$ cat src/rtl/ntt_job_ctrl.sv
// ntt_job_ctrl -- job sequencer for an NTT/INTT datapath.
//
// Two requesters compete for the shared transform engine. A round-robin
// arbiter picks one winner. The controller pulses ag_start to the address
// generator and waits for ag_done. An INTT job also runs an N-cycle n^-1
// scale pass. The winner then gets a job_done pulse. If ag_done does not
// arrive within TIMEOUT RUN cycles, job_done is pulsed together with job_err.
//
// Ports
//   clk        : single clock; all state changes on its rising edge
//   rst        : asynchronous, active-low reset
//   req[1:0]   : per-requester job request
//   req_sel    : per-requester mode (0 NTT, 1 INTT); sampled with the grant
//   gnt        : one-hot grant, held from LAUNCH through FIN/ERR
//   busy       : high whenever the controller is not idle
//   ag_start   : one-cycle start pulse to the address generator
//   ag_sel     : mode to the address generator, stable for the whole job
//   ag_done    : address-generator completion pulse
//   scale_en   : high during the INTT scale pass
//   scale_addr : coefficient address during the scale pass, else 0
//   job_done   : one-cycle completion pulse to the granted requester
//   job_err    : one-cycle pulse alongside job_done when the job timed out
//
// All outputs are flops computed from the next state, so they change on the
// same edge as the state. No input has a combinational path to an output.
module ntt_job_ctrl #(
    parameter int N       = 256,
    parameter int TIMEOUT = 2048
) (
    input  logic       clk,
    input  logic       rst,
    input  logic [1:0] req,
    input  logic [1:0] req_sel,
    output logic [1:0] gnt,
    output logic       busy,
    output logic       ag_start,
    output logic       ag_sel,
    input  logic       ag_done,
    output logic       scale_en,
    output logic [7:0] scale_addr,
    output logic [1:0] job_done,
    output logic       job_err
);

    localparam int               CNT_W     = (TIMEOUT > 1) ? $clog2(TIMEOUT) : 1;
    localparam logic [CNT_W-1:0] CNT_LAST  = CNT_W'(TIMEOUT - 1);
    localparam logic [7:0]       ADDR_LAST = 8'(N - 1);

    typedef enum logic [2:0] {
        IDLE,
        LAUNCH,
        RUN,
        SCALE,
        FIN,
        ERR
    } state_e;

    state_e           state_q, state_d;
    logic             winner_q, winner_d;     // index of the granted requester
    logic             sel_q, sel_d;           // mode latched at grant time
    logic             prio_q, prio_d;         // requester that wins a tie
    logic [CNT_W-1:0] cnt_q, cnt_d;           // RUN-cycle timeout counter
    logic [1:0]       gnt_q, gnt_d;
    logic             busy_q, busy_d;
    logic             ag_start_q, ag_start_d;
    logic             ag_sel_q, ag_sel_d;
    logic             scale_en_q, scale_en_d;
    logic [7:0]       scale_addr_q, scale_addr_d;
    logic [1:0]       job_done_q, job_done_d;
    logic             job_err_q, job_err_d;
    logic             pick;

    always_comb begin
        // NOTE: every signal written here gets a default first, so no path leaves it unassigned and no latch is inferred.
        state_d      = state_q;
        winner_d     = winner_q;
        sel_d        = sel_q;
        prio_d       = prio_q;
        cnt_d        = '0;
        scale_addr_d = '0;
        pick         = 1'b0;

        case (state_q)
            IDLE: begin
                if (req != 2'b00) begin
                    // A tie goes to prio_q; a lone request wins outright.
                    pick     = (req == 2'b11) ? prio_q : req[1];
                    winner_d = pick;
                    sel_d    = req_sel[pick];
                    prio_d   = ~pick;
                    state_d  = LAUNCH;
                end
            end
            // ag_done is deliberately not looked at here.
            LAUNCH: state_d = RUN;
            RUN: begin
                cnt_d = cnt_q + 1'b1;
                // A done arriving on the last allowed cycle still counts as success.
                if (ag_done) begin
                    state_d = sel_q ? SCALE : FIN;
                end else if (cnt_q == CNT_LAST) begin
                    state_d = ERR;
                end
            end
            SCALE: begin
                // Entry from RUN leaves scale_addr_d at its default 0.
                if (scale_addr_q == ADDR_LAST) begin
                    state_d = FIN;
                end else begin
                    scale_addr_d = scale_addr_q + 8'd1;
                end
            end
            FIN:     state_d = IDLE;
            ERR:     state_d = IDLE;
            default: state_d = IDLE;
        endcase

        // Outputs are derived from the next state so that they are registered.
        busy_d     = (state_d != IDLE);
        gnt_d      = busy_d ? {winner_d, ~winner_d} : 2'b00;
        ag_start_d = (state_d == LAUNCH);
        ag_sel_d   = busy_d & sel_d;
        scale_en_d = (state_d == SCALE);
        job_done_d = ((state_d == FIN) || (state_d == ERR)) ? {winner_d, ~winner_d} : 2'b00;
        job_err_d  = (state_d == ERR);
    end

    always_ff @(posedge clk or negedge rst) begin
        if (!rst) begin
            state_q      <= IDLE;
            winner_q     <= 1'b0;
            sel_q        <= 1'b0;
            prio_q       <= 1'b0;
            cnt_q        <= '0;
            gnt_q        <= 2'b00;
            busy_q       <= 1'b0;
            ag_start_q   <= 1'b0;
            ag_sel_q     <= 1'b0;
            scale_en_q   <= 1'b0;
            scale_addr_q <= 8'd0;
            job_done_q   <= 2'b00;
            job_err_q    <= 1'b0;
        end else begin
            // NOTE: non-blocking assignments, so every flop samples pre-edge values.
            state_q      <= state_d;
            winner_q     <= winner_d;
            sel_q        <= sel_d;
            prio_q       <= prio_d;
            cnt_q        <= cnt_d;
            gnt_q        <= gnt_d;
            busy_q       <= busy_d;
            ag_start_q   <= ag_start_d;
            ag_sel_q     <= ag_sel_d;
            scale_en_q   <= scale_en_d;
            scale_addr_q <= scale_addr_d;
            job_done_q   <= job_done_d;
            job_err_q    <= job_err_d;
        end
    end

    assign gnt        = gnt_q;
    assign busy       = busy_q;
    assign ag_start   = ag_start_q;
    assign ag_sel     = ag_sel_q;
    assign scale_en   = scale_en_q;
    assign scale_addr = scale_addr_q;
    assign job_done   = job_done_q;
    assign job_err    = job_err_q;

endmodule

$ cat config.mk
export PLATFORM = sky130hd
export DESIGN_NAME = ntt_job_ctrl
export DESIGN_NICKNAME = d
export VERILOG_FILES = /design/src/rtl/ntt_job_ctrl.sv
export SDC_FILE = /design/constraint.sdc
export NUM_CORES = 1
export LEC_CHECK = 0
export CAP_MARGIN = 20
export CORE_ASPECT_RATIO = 0.9
export CORE_MARGIN = 2
export CORE_UTILIZATION = 44
export CTS_CLUSTER_SIZE = 10
export DETAILED_ROUTE_END_ITERATION = 8
export GPL_ROUTABILITY_DRIVEN = 0
export GPL_TIMING_DRIVEN = 0
export PLACE_DENSITY = 0.71
export REMOVE_ABC_BUFFERS = 1
export SKIP_LAST_GASP = 1
export SLEW_MARGIN = 0
export SYNTH_ARGS = -nofsm -noshare
export SYNTH_HDL_FRONTEND = slang
export SYNTH_SLANG_ARGS = --single-unit
$ cat constraint.sdc
create_clock -name clk -period 3 [get_ports clk]
set_input_delay 0.6 -clock clk [delete_from_list [all_inputs] [get_ports clk]]
set_output_delay 0.6 -clock clk [all_outputs]
set_load 0.005 [all_outputs]
Yosys cells after proc, flatten, opt, wreduce, memory -nomap -nowiden
Index checks and enable logic that the tools add are counted.

word-level totals
  bits in read-only memories = 0
  flip-flop bits (word level) = 34
  input bits = 7
  output and inout bits = 17
  word-level logic and storage cells = 52
  bits in latches = 0
  RAM bits = 0
  memories kept = 0

cells by class
  div/mod/pow operators = 0
  shift-type cells = 0
  $mul = 0
  reduce and logical (&&, ||, !) cells = 5
  equality and inequality tests = 10
  $add $sub $neg = 2
  magnitude comparators = 1
  bitwise logic cells = 3
  mux-type cells = 18

operators by type and width
  cell                                                 number
  2-to-1 mux 8 bit                                     2
  2-to-1 mux 3 bit                                     5
  case mux 3 bit (4 select lines)                      1
  adder 11 x 1 -> 11 bit (second input constant)       1
  == test 11 bit (second input constant)               1
  2-to-1 mux 11 bit                                    1
  == test 3 x 2 -> 1 bit (second input constant)       3
  adder 8 x 1 -> 8 bit (second input constant)         1
  == test 8 bit (second input constant)                1
  2-to-1 mux 1 bit                                     7
  == test 3 x 1 -> 1 bit (second input constant)       2
  == test 3 bit (second input constant)                2
  2-to-1 mux 2 bit                                     2
  logical NOT 3 bit                                    1
  nonzero test 3 bit                                   1
  == test 2 bit (second input constant)                1
  < comparator 1 x 2 -> 1 bit (second input constant)  1
  inverter 1 bit                                       2
  AND reduction 2 bit                                  1
  nonzero test 2 bit                                   1
  bitwise AND 1 bit                                    1
  logical OR 1 bit                                     1

Logic depth before layout (Yosys ltp)
Gate-level depths: netlist of the first run.

  word-level depth = 7
  mapped depth = 8
  gate-level depth less buffers = 8

Least setup slack after synthesis of the first run
Ideal clock, no wire load.

  kind = flip-flop to flip-flop
  start = register scale_addr_q[0] (netlist: scale_addr[0])
  end = register gnt_q[0] (netlist: gnt[0])
  period minus slack after synthesis = 1.725 ns
  slack = 1.275 ns
  setup time = 0.130 ns
  required time = 2.870 ns
  arrival time = 1.596 ns
  cell stages (with the launch flop) = 8
  path buffers = 0
  cells stage by stage = dfrtp_1 -> ha_1 -> nand4_1 -> o32a_1 -> nor2b_2 -> clkinv_2 -> nor4_4 -> nor2_1

between the ends
  word-level cells in the longest chain between the ends = 5

RTL lines
  item                             line  source
  from (decl)                      68    logic [7:0] scale_addr_q, scale_addr_d;
  from (signal assigned)           155   scale_addr_q <= scale_addr_d;
  == test 8 bit                    107   if (scale_addr_q == ADDR_LAST) begin
  2-to-1 mux 3 bit                 107
  case mux 3 bit (4 select lines)  83    case (state_q)
  net state_d[2]                   58    state_e state_q, state_d;
  nonzero test 3 bit               119   busy_d = (state_d != IDLE);
  2-to-1 mux 2 bit                 120   gnt_d = busy_d ? {winner_d, ~winner_d} : 2'b00;
  net gnt_d[0]                     63    logic [1:0] gnt_q, gnt_d;
  to (signal assigned)             150   gnt_q <= gnt_d;
  to (decl)                        63

The timed path passes the listed nets, and every way through them passes these cells.
A chain may end at the register's enable or synchronous reset.

Worst setup path in the final report of the first run
  start = input port ag_done
  end = register gnt_q[1] (netlist: gnt[1])

between the ends
  word-level cells in the longest chain between the ends = 4

RTL lines
  item                             line  source
  from (decl)                      38    input logic ag_done,
  2-to-1 mux 3 bit                 99    if (ag_done) begin
  case mux 3 bit (4 select lines)  83
  net state_d[1]                   58
  nonzero test 3 bit               119
  2-to-1 mux 2 bit                 120
  net gnt_d[1]                     63

The timed path passes the listed nets, and every way through them passes these cells.

==> results_dict.tcl, run 1 <==
set metrics [dict create \
    outcome "completed" \
    worst_ep_required_time_ps 3170 \
    dp_slack_ps 513 \
    ys.flop_type "dfrtp_1" \
    drt-total-wl_um 2840 \
    synth.area.mux_share_pct 0.660 \
    synthSimpleGateAreaFrac_pct 24.6 \
    portBuffers 23 \
    period_needed_ps 2160 \
    synth_seq_area_share_pct 56.1 \
    r2r_slack_ps 1010 \
    clkSinkCount 34 \
    cts_buffer_depth 2 \
    worst-slew-pin-transition_ps 728 \
    placed_cell_area_mm2 0.00179 \
    postRouteAntennaNets 0 \
    numCtsBuffers 5 \
    post_cts_buffers 0 \
    grt_pass1_vias 1122 \
    nNetsFinal 180 \
    synth_edf_count 0 \
    final_area_mm2 0.00194 \
    htreeDepth 2 \
    synthesis.area_mm2 0.00152 \
    overflow 0 \
    finalSetupViolations 0 \
    place_hpwl_um 2070 \
    fin_worst_skew_ps 2.58 \
    hold_viol_final 0 \
    rows 20 \
    multi_input_area_um2 631 \
    wl_per_cell_um 13.2 \
    drv_cap 0 \
    dieArea_mm2 0.00393 \
    initial_core_util_pct 45.6 \
    yosysWarnings 0 \
    synth-seq-cells 34 \
    setup_slack_ps 843 \
    clock_latency_ps 290 \
    synth_area_leaders "dfrtp_1 (56%), nor2_1 (5.9%), xnor2_1 (4.0%), a21oi_1 (2.3%), o21ai_0 (2.3%)" \
    route.detailed.drc 0 \
    drt-initial-drc-count 24 \
    n_fill_cell 284 \
    synth_top_cell_area_share_pct 56.1 \
    drive_gt1_share_pct 13.4 \
    routed_via_density 5.08 \
    powerDensity_mw_per_mm2 831 \
    die_x_um 65.9 \
    hold_class "primary input to asynchronous set/reset pin" \
    fmax_mhz 464 \
    synth_fa_ha_area_share_pct 1.65 \
    cts_tree "built" \
    peakVddDrop_uv 469 \
    synth_compound_area_share_pct 8.91 \
    ctsHoldBuffers 0 \
    clk_pin_slew_ps 70 \
    synth_most_common_cell "dfrtp_1" \
    yosysUniqueCellTypes 35 \
    grtUsageTotal_pct 17.3 \
    grt_max_degree 35 \
    io-pin-count 24 \
    crit_type "primary input to flop" \
    critPathCaptureType "flop" \
    antenna_found_initial 0 \
    slew_headroom_pct 51.5 \
    path_max_fanout 4 \
    cp-start-kind "primary input" \
    synth_xor_area_share_pct 5.78 \
    setup_tns_ps 0 \
    synthArstFlopShare_pct 100 \
    firstDrtPassIters 4 \
    p_leak_nw 0.804 \
    rsz0062_at_grt "no" \
    diodes 0 \
    grt_pass1_wl_um 4890 \
    finalMaxSlewViolations 0 \
    synth_common_cells "dfrtp_1 (34), nor2_1 (24), nand2_1 (9)" \
    cts-resized-gates 0 \
    core-area_mm2 0.00333 \
    synthCells 142 \
    syn2layout_area_growth_pct 27.6 \
    register_area_um2 851 \
    finalCritPeriodShare_pct 71.9 \
    synth_top_family_by_area "simple AND/OR/NAND/NOR gates" \
    cts_root_buf "clkbuf_8" \
    vias 1098 \
    synth_area_per_cell_um2 10.7 \
    die_h_um 59.7 \
    yosysTopAreaCell "dfrtp_1" \
    cp.arrival_ps 2320 \
]
[cells in the final DEF (no fill, tap or decap), types with 6 or more instances in the layout]
master	synthesis	final
nand2_1	9	9
clkbuf_8	0	6
clkdlybuf4s50_1	0	22
inv_1	7	7
o21ai_0	7	7
dfrtp_1	34	34
xnor2_1	7	7
nor2_1	24	24
a21oi_1	7	7
[stage by stage]
stage,util (%),std cells,hold slack (ps),power (mW)
floorplan,-,141,304,0.913
global placement,54.0,208,467,1.09
detailed placement,53.9,208,475,1.10
CTS,58.2,216,398,1.63
global route,58.2,216,413,1.71
finish,58.2,216,365,1.61
[routing by layer]
layer,vias up,track usage [%],share of wire [%]
li1,546,-,-
met5,-,0,0
met3,5,7.91,6.7
met2,28,28.3,47
met1,519,19.5,44
met4,0,8.04,1.9
[where the power goes]
part,internal (mW),leakage (nW),switching [mW]
logic,0.223,0.283,0.247
registers,0.558,0.450,0.0598
clock network,0.354,0.0714,0.165
total,1.14,0.804,0.472
[worst paths after layout]
check,start,to,depth (start not counted)
hold / removal,rst,cnt_q[6]$_DFF_PN0_,1
hold reg to reg,cnt_q[0]$_DFF_PN0_,cnt_q[0]$_DFF_PN0_,1
setup / recovery,ag_done,gnt[1]$_DFF_PN0_,6
setup reg to reg,scale_addr[0]$_DFF_PN0_,gnt[1]$_DFF_PN0_,6
max in group asynchronous,rst,scale_addr[1]$_DFF_PN0_,1
min in group clk,cnt_q[0]$_DFF_PN0_,cnt_q[0]$_DFF_PN0_,1
[critical path: stages]
cell and delay (ps):
clkdlybuf4s50_1 510, nand3b_1 210, nor4_1 360, o211ai_2 170
nor4_4 400, nor2_1 80
[final cells by class]
class	count	area share, %
Timing Repair Buffer	23	11.6
Multi-Input combinational cell	99	32.6
Clock buffer	6	4.27
Inverter	8	1.62
Sequential cell	34	44.0
Tap cell	44	2.84
Clock inverter	2	3.10
[kinds of logic after synthesis]
kind of cell | count (synthesis)
buffers and inverters | 9
xor gates and xnor gates | 10
DFF | 34
and+or+nand+nor | 65
adders and majority gates | 2
AOI/OAI and AO/OA | 21
muxes | 1
[registers in the layout, indices dropped and copies added (netlist names)]
signal / flops
cnt_q: 11
scale_addr: 8
state_q: 3
gnt: 2
job_done: 2
ag_sel: 1
ag_start: 1
busy: 1
job_err: 1
prio_q: 1
scale_en: 1
sel_q: 1
winner_q: 1
No activity file was read; power rests on OpenSTA's default activity.
==> run 2, diff against run 1 <==
Settings changed: PLACE_DENSITY 0.71 to 0.73.
Clock period 3 ns to 1.9 ns, I/O delays scaled along.
==> results_dict.tcl, run 2 (synthesis gave the netlist of run 1 again) <==
set metrics [dict create \
    outcome "completed" \
    largest_reg_flops 11 \
    drt-initial-drc-count 29 \
    registers.top_by_ff_count "cnt_q" \
    powerDensity_mw_per_mm2 1170 \
    setup_slack_ps 110 \
    n_fill_cell 277 \
    finalMaxSlewViolations 0 \
    route.detailed.drc 0 \
    reg2reg_from "cnt_q[1]$_DFF_PN0_" \
    period_needed_ps 1790 \
    p_leak_nw 0.824 \
    ctsHoldBuffers 0 \
    grt_use_met3_pct 6.59 \
    grtUsageTotal_pct 17.8 \
    cts_buffer_depth 2 \
    firstDrtPassIters 4 \
    wl_per_cell_um 13.5 \
    r2r_end "job_done[1]$_DFF_PN0_" \
    peakVddDrop_uv 775 \
    grtUsageMet1_pct 20.5 \
    grt_pass1_vias 1169 \
    vias 1151 \
    dp_slack_ps -378 \
    hold_viol_final 0 \
    syn2layout_area_growth_pct 30.9 \
    grt_max_degree 35 \
    io-pin-count 24 \
    cts_tree "built" \
    htreeDepth 2 \
    reg2regPathDepth 7 \
    r2r_slack_ps 110 \
    crit_type "flop to flop" \
    drt-total-wl_um 3040 \
    finalSetupViolations 0 \
    diodes 0 \
    fin_worst_skew_ps 5.82 \
    final_area_mm2 0.00199 \
    overflow 0 \
    clkSinkCount 34 \
    final_common_cell "dfrtp_1" \
    grt_busiest_layer "met2" \
    setup_tns_ps 0 \
    finalCritPeriodShare_pct 94.2 \
    timing.hold.ws_ps 155 \
    drv_cap 0 \
    grt_pass1_wl_um 5110 \
    routed_via_density 5.12 \
    dieArea_mm2 0.00393 \
    cts_root_buf "clkbuf_8" \
    mostFrequentLayoutCells "dfrtp_1 (34), nor2_1 (24), clkdlybuf4s50_1 (22)" \
    cp.arrival_ps 2000 \
    clk_pin_slew_ps 60 \
    clock_latency_ps 280 \
    nNetsFinal 190 \
    numCtsBuffers 5 \
    critPathCaptureType "flop" \
    antenna_found_initial 0 \
    portBuffers 23 \
    initial_core_util_pct 45.6 \
    worst-slew-pin-transition_ps 738 \
    die_x_um 65.9 \
    slew_headroom_pct 50.8 \
    fmax_mhz 559 \
    path_max_fanout 4 \
    grt_use_met2_pct 30.6 \
    core-area_mm2 0.00333 \
    power_mw 2.32 \
    postRouteAntennaNets 0 \
    hold_class "primary input to asynchronous set/reset pin" \
    cp-start-kind "flop" \
    place_hpwl_um 2070 \
    worst_ep_required_time_ps 2110 \
    rows 20 \
    placed_cell_area_mm2 0.00179 \
    die_h_um 59.7 \
    drive_gt1_share_pct 18.2 \
]
[run 2: changes by cell type in the layout (fill, tap and decap cells not counted), sizes merged]
cell | previous run | this run
buf | 1 | 11
bufinv | 2 | 0
clkbuf | 6 | 7
[run 2: report_power, final]
group / total, mW / switching, mW / leakage (nW) / internal, mW
registers: 0.981 / 0.0998 / 0.450 / 0.882
logic: 0.855 / 0.416 / 0.336 / 0.439
clock network: 0.483 / 0.232 / 0.0383 / 0.252
[run 2: worst max-delay path: stages, from the launching register on]
cell	delay, ps
dfrtp_1	410
ha_4	180
nand3_4	80
or4_4	500
nor3_4	230
nor2b_4	70
buf_4	140
nor2_1	110
[run 2: final cells by class]
class / count / area (um2) / share of cell area [%]
clock buffer: 7 / 76.3 / 3.84
inverter: 8 / 31.3 / 1.58
multi-input combinational: 99 / 672 / 33.8
sequential: 34 / 851 / 42.8
tap: 44 / 55.1 / 2.77
timing repair buffer: 33 / 300 / 15.1
[run 2: routing by layer]
layer | up-vias | part of all wire (%)
met2 | 35 | 50
met4 | 0 | 2.0
met5 | - | 0
li1 | 559 | -
met1 | 549 | 42
met3 | 8 | 5.9
[run 2: worst max-delay path by stage]
stage                            endpoint                    start
finish              job_done[1]$_DFF_PN0_       cnt_q[1]$_DFF_PN0_
global route        job_done[1]$_DFF_PN0_       cnt_q[0]$_DFF_PN0_
CTS                        busy$_DFF_PN0_  scale_addr[0]$_DFF_PN0_
detailed placement         busy$_DFF_PN0_                  ag_done
global placement         gnt[0]$_DFF_PN0_                  ag_done
floorplan                gnt[0]$_DFF_PN0_  scale_addr[0]$_DFF_PN0_
[run 2: repair_timing]
action | 4_1_cts | 5_1_grt
buffers inserted | 1 | 9
endpoints found under the setup margin | 4 | 4
pin swaps | 2 | 4
resized for setup | 2 | 5
[run 2: stage by stage]
step / util [%] / std cells
6_report: 59.7 / 225
5_1_grt: 59.7 / 225
4_1_cts: 56.8 / 216
3_5_place_dp: 53.9 / 208
3_3_place_gp: 54.0 / 208
2_1_floorplan: - / 141
==> run 3, diff against run 2 <==
Settings changed: CORE_MARGIN 2 to 8, SLEW_MARGIN 0 to 40.
==> results_dict.tcl, run 3 (synthesis gave the netlist of run 1 again) <==
set metrics [dict create \
    outcome "completed" \
    clkSinkCount 34 \
    initial_core_util_pct 45.6 \
    crit_type "flop to flop" \
    largest_reg_flops 11 \
    portBuffers 23 \
    setup.worst_path.end "gnt[1]$_DFF_PN0_" \
    peakVddDrop_uv 677 \
    grt_busiest_layer "met2" \
    vias 1167 \
    grt_max_degree 19 \
    mostFrequentLayoutCells "dfrtp_1 (34), nor2_1 (24), clkdlybuf4s50_1 (21)" \
    reg2reg_from "cnt_q[6]$_DFF_PN0_" \
    final_common_cell "dfrtp_1" \
    p_switching_mw 0.755 \
    finalSetupViolations 0 \
    setup_slack_ps 143 \
    finalCritPeriodShare_pct 92.5 \
    cts_buffer_depth 2 \
    cts_tree "built" \
    core-area_mm2 0.00333 \
    drv_cap 0 \
    grt_use_met3_pct 7.12 \
    finalMaxSlewViolations 0 \
    route.detailed.drc 0 \
    grt_pass1_vias 1168 \
    die_h_um 71.7 \
    pwr-share-seq_pct 41.2 \
    period_needed_ps 1760 \
    firstDrtPassIters 4 \
    path_max_fanout 6 \
    clockPowerShare_pct 21.5 \
    worst-slew-pin-transition_ps 426 \
    overflow 0 \
    switching_share_pct 32.0 \
    io-pin-count 24 \
    registers.top_by_ff_count "cnt_q" \
    crit_start "cnt_q[6]$_DFF_PN0_" \
    fin_cells 225 \
    postRouteAntennaNets 0 \
    power_mw 2.36 \
    place_hpwl_um 2230 \
    die_x_um 77.9 \
    clk_pin_slew_ps 60 \
    fmax_mhz 569 \
    cp.arrival_ps 1970 \
    critPathCaptureType "flop" \
    drt-total-wl_um 3020 \
    htreeDepth 2 \
    p_int_mw 1.61 \
    powerDensity_mw_per_mm2 1160 \
    wl_per_cell_um 13.4 \
    dp_slack_ps -311 \
    grtUsageMet1_pct 13.2 \
    reg2regPathDepth 7 \
    r2r_end "gnt[1]$_DFF_PN0_" \
    syn2layout_area_growth_pct 34.5 \
    diodes 0 \
    drive_gt1_share_pct 19.3 \
    worst_ep_required_time_ps 2110 \
    numCtsBuffers 5 \
    p_leak_nw 0.869 \
    grt_use_met2_pct 18.4 \
    rows 20 \
    antenna_found_initial 0 \
    dieArea_mm2 0.00558 \
    dp.cells 209 \
    hold_viol_final 0 \
    drt-initial-drc-count 47 \
    nNetsFinal 191 \
    grt_pass1_wl_um 5290 \
    r2r_slack_ps 140 \
    clock_latency_ps 280 \
    n_fill_cell 256 \
    ctsHoldBuffers 0 \
    grtUsageTotal_pct 12.0 \
    routed_via_density 5.19 \
    fin_worst_skew_ps 4.06 \
    pwr-share-comb_pct 37.2 \
    hold_class "primary input to asynchronous set/reset pin" \
    cts_root_buf "clkbuf_8" \
    slew_headroom_pct 71.6 \
    cp-start-kind "flop" \
]
run 3: worst min path at each step:
stage	to	startpoint	cells after the start	slack [ps]
floorplan	ag_sel$_DFF_PN0_	rst	0	80
global placement	prio_q$_DFFE_PN0P_	prio_q$_DFFE_PN0P_	1	470
detailed placement	busy$_DFF_PN0_	rst	1	340
CTS	gnt[0]$_DFF_PN0_	rst	1	40
global route	state_q[0]$_DFF_PN0_	rst	1	50
finish	gnt[0]$_DFF_PN0_	rst	1	30
run 3: cell type report:
cell class	count	area (um2)	share of cell area, %
flip-flops and latches	34	851	41.7
multi-input cells	99	689	33.8
repair buffers	34	330	16.2
clock buffers	6	82.6	4.05
well taps	44	55.1	2.70
inverters	8	31.3	1.53
run 3: metrics by stage:
stage	area, um2	TNS (ps)	utilization, %	hold slack (ps)
2_1_floorplan	1510	0	-	84.4
3_3_place_gp	1800	-7570	54.0	465
3_5_place_dp	1820	-1200	54.7	343
4_1_cts	1920	0	57.8	35.4
5_1_grt	2040	-12.7	61.3	50.3
6_report	2040	0	61.3	30.5
run 3: critical path: stages (launching register included):
cell      delay, ps
dfrtp_1         400
nand3_2         160
or4_4           580
nor3_4          230
nor2b_4          80
clkinv_2         70
nor4_4           50
nor2_1          110
run 3: repair_timing:
item                       in CTS  in global routing
hold endpoints to repair        0                  0
setup endpoints to repair       4                  4
pin swaps                       2                  8
buffers inserted                1                  9
resized for setup               2                  8
run 3: routing by layer:
layer,vias up,share of wire (%)
met5,-,0
met3,5,8.4
met2,24,49
met1,574,41
met4,0,1.6
li1,564,-
run 3: power groups by stage:
stage | logic (mW) | clock network, mW | registers (mW)
after CTS | 0.803 | 0.526 | 0.976
after global placement | 0.745 | 0 | 0.979
after detailed placement | 0.768 | 0 | 0.986
after floorplan | 0.461 | 0 | 0.981
final | 0.879 | 0.508 | 0.974
after global routing | 0.997 | 0.559 | 0.991
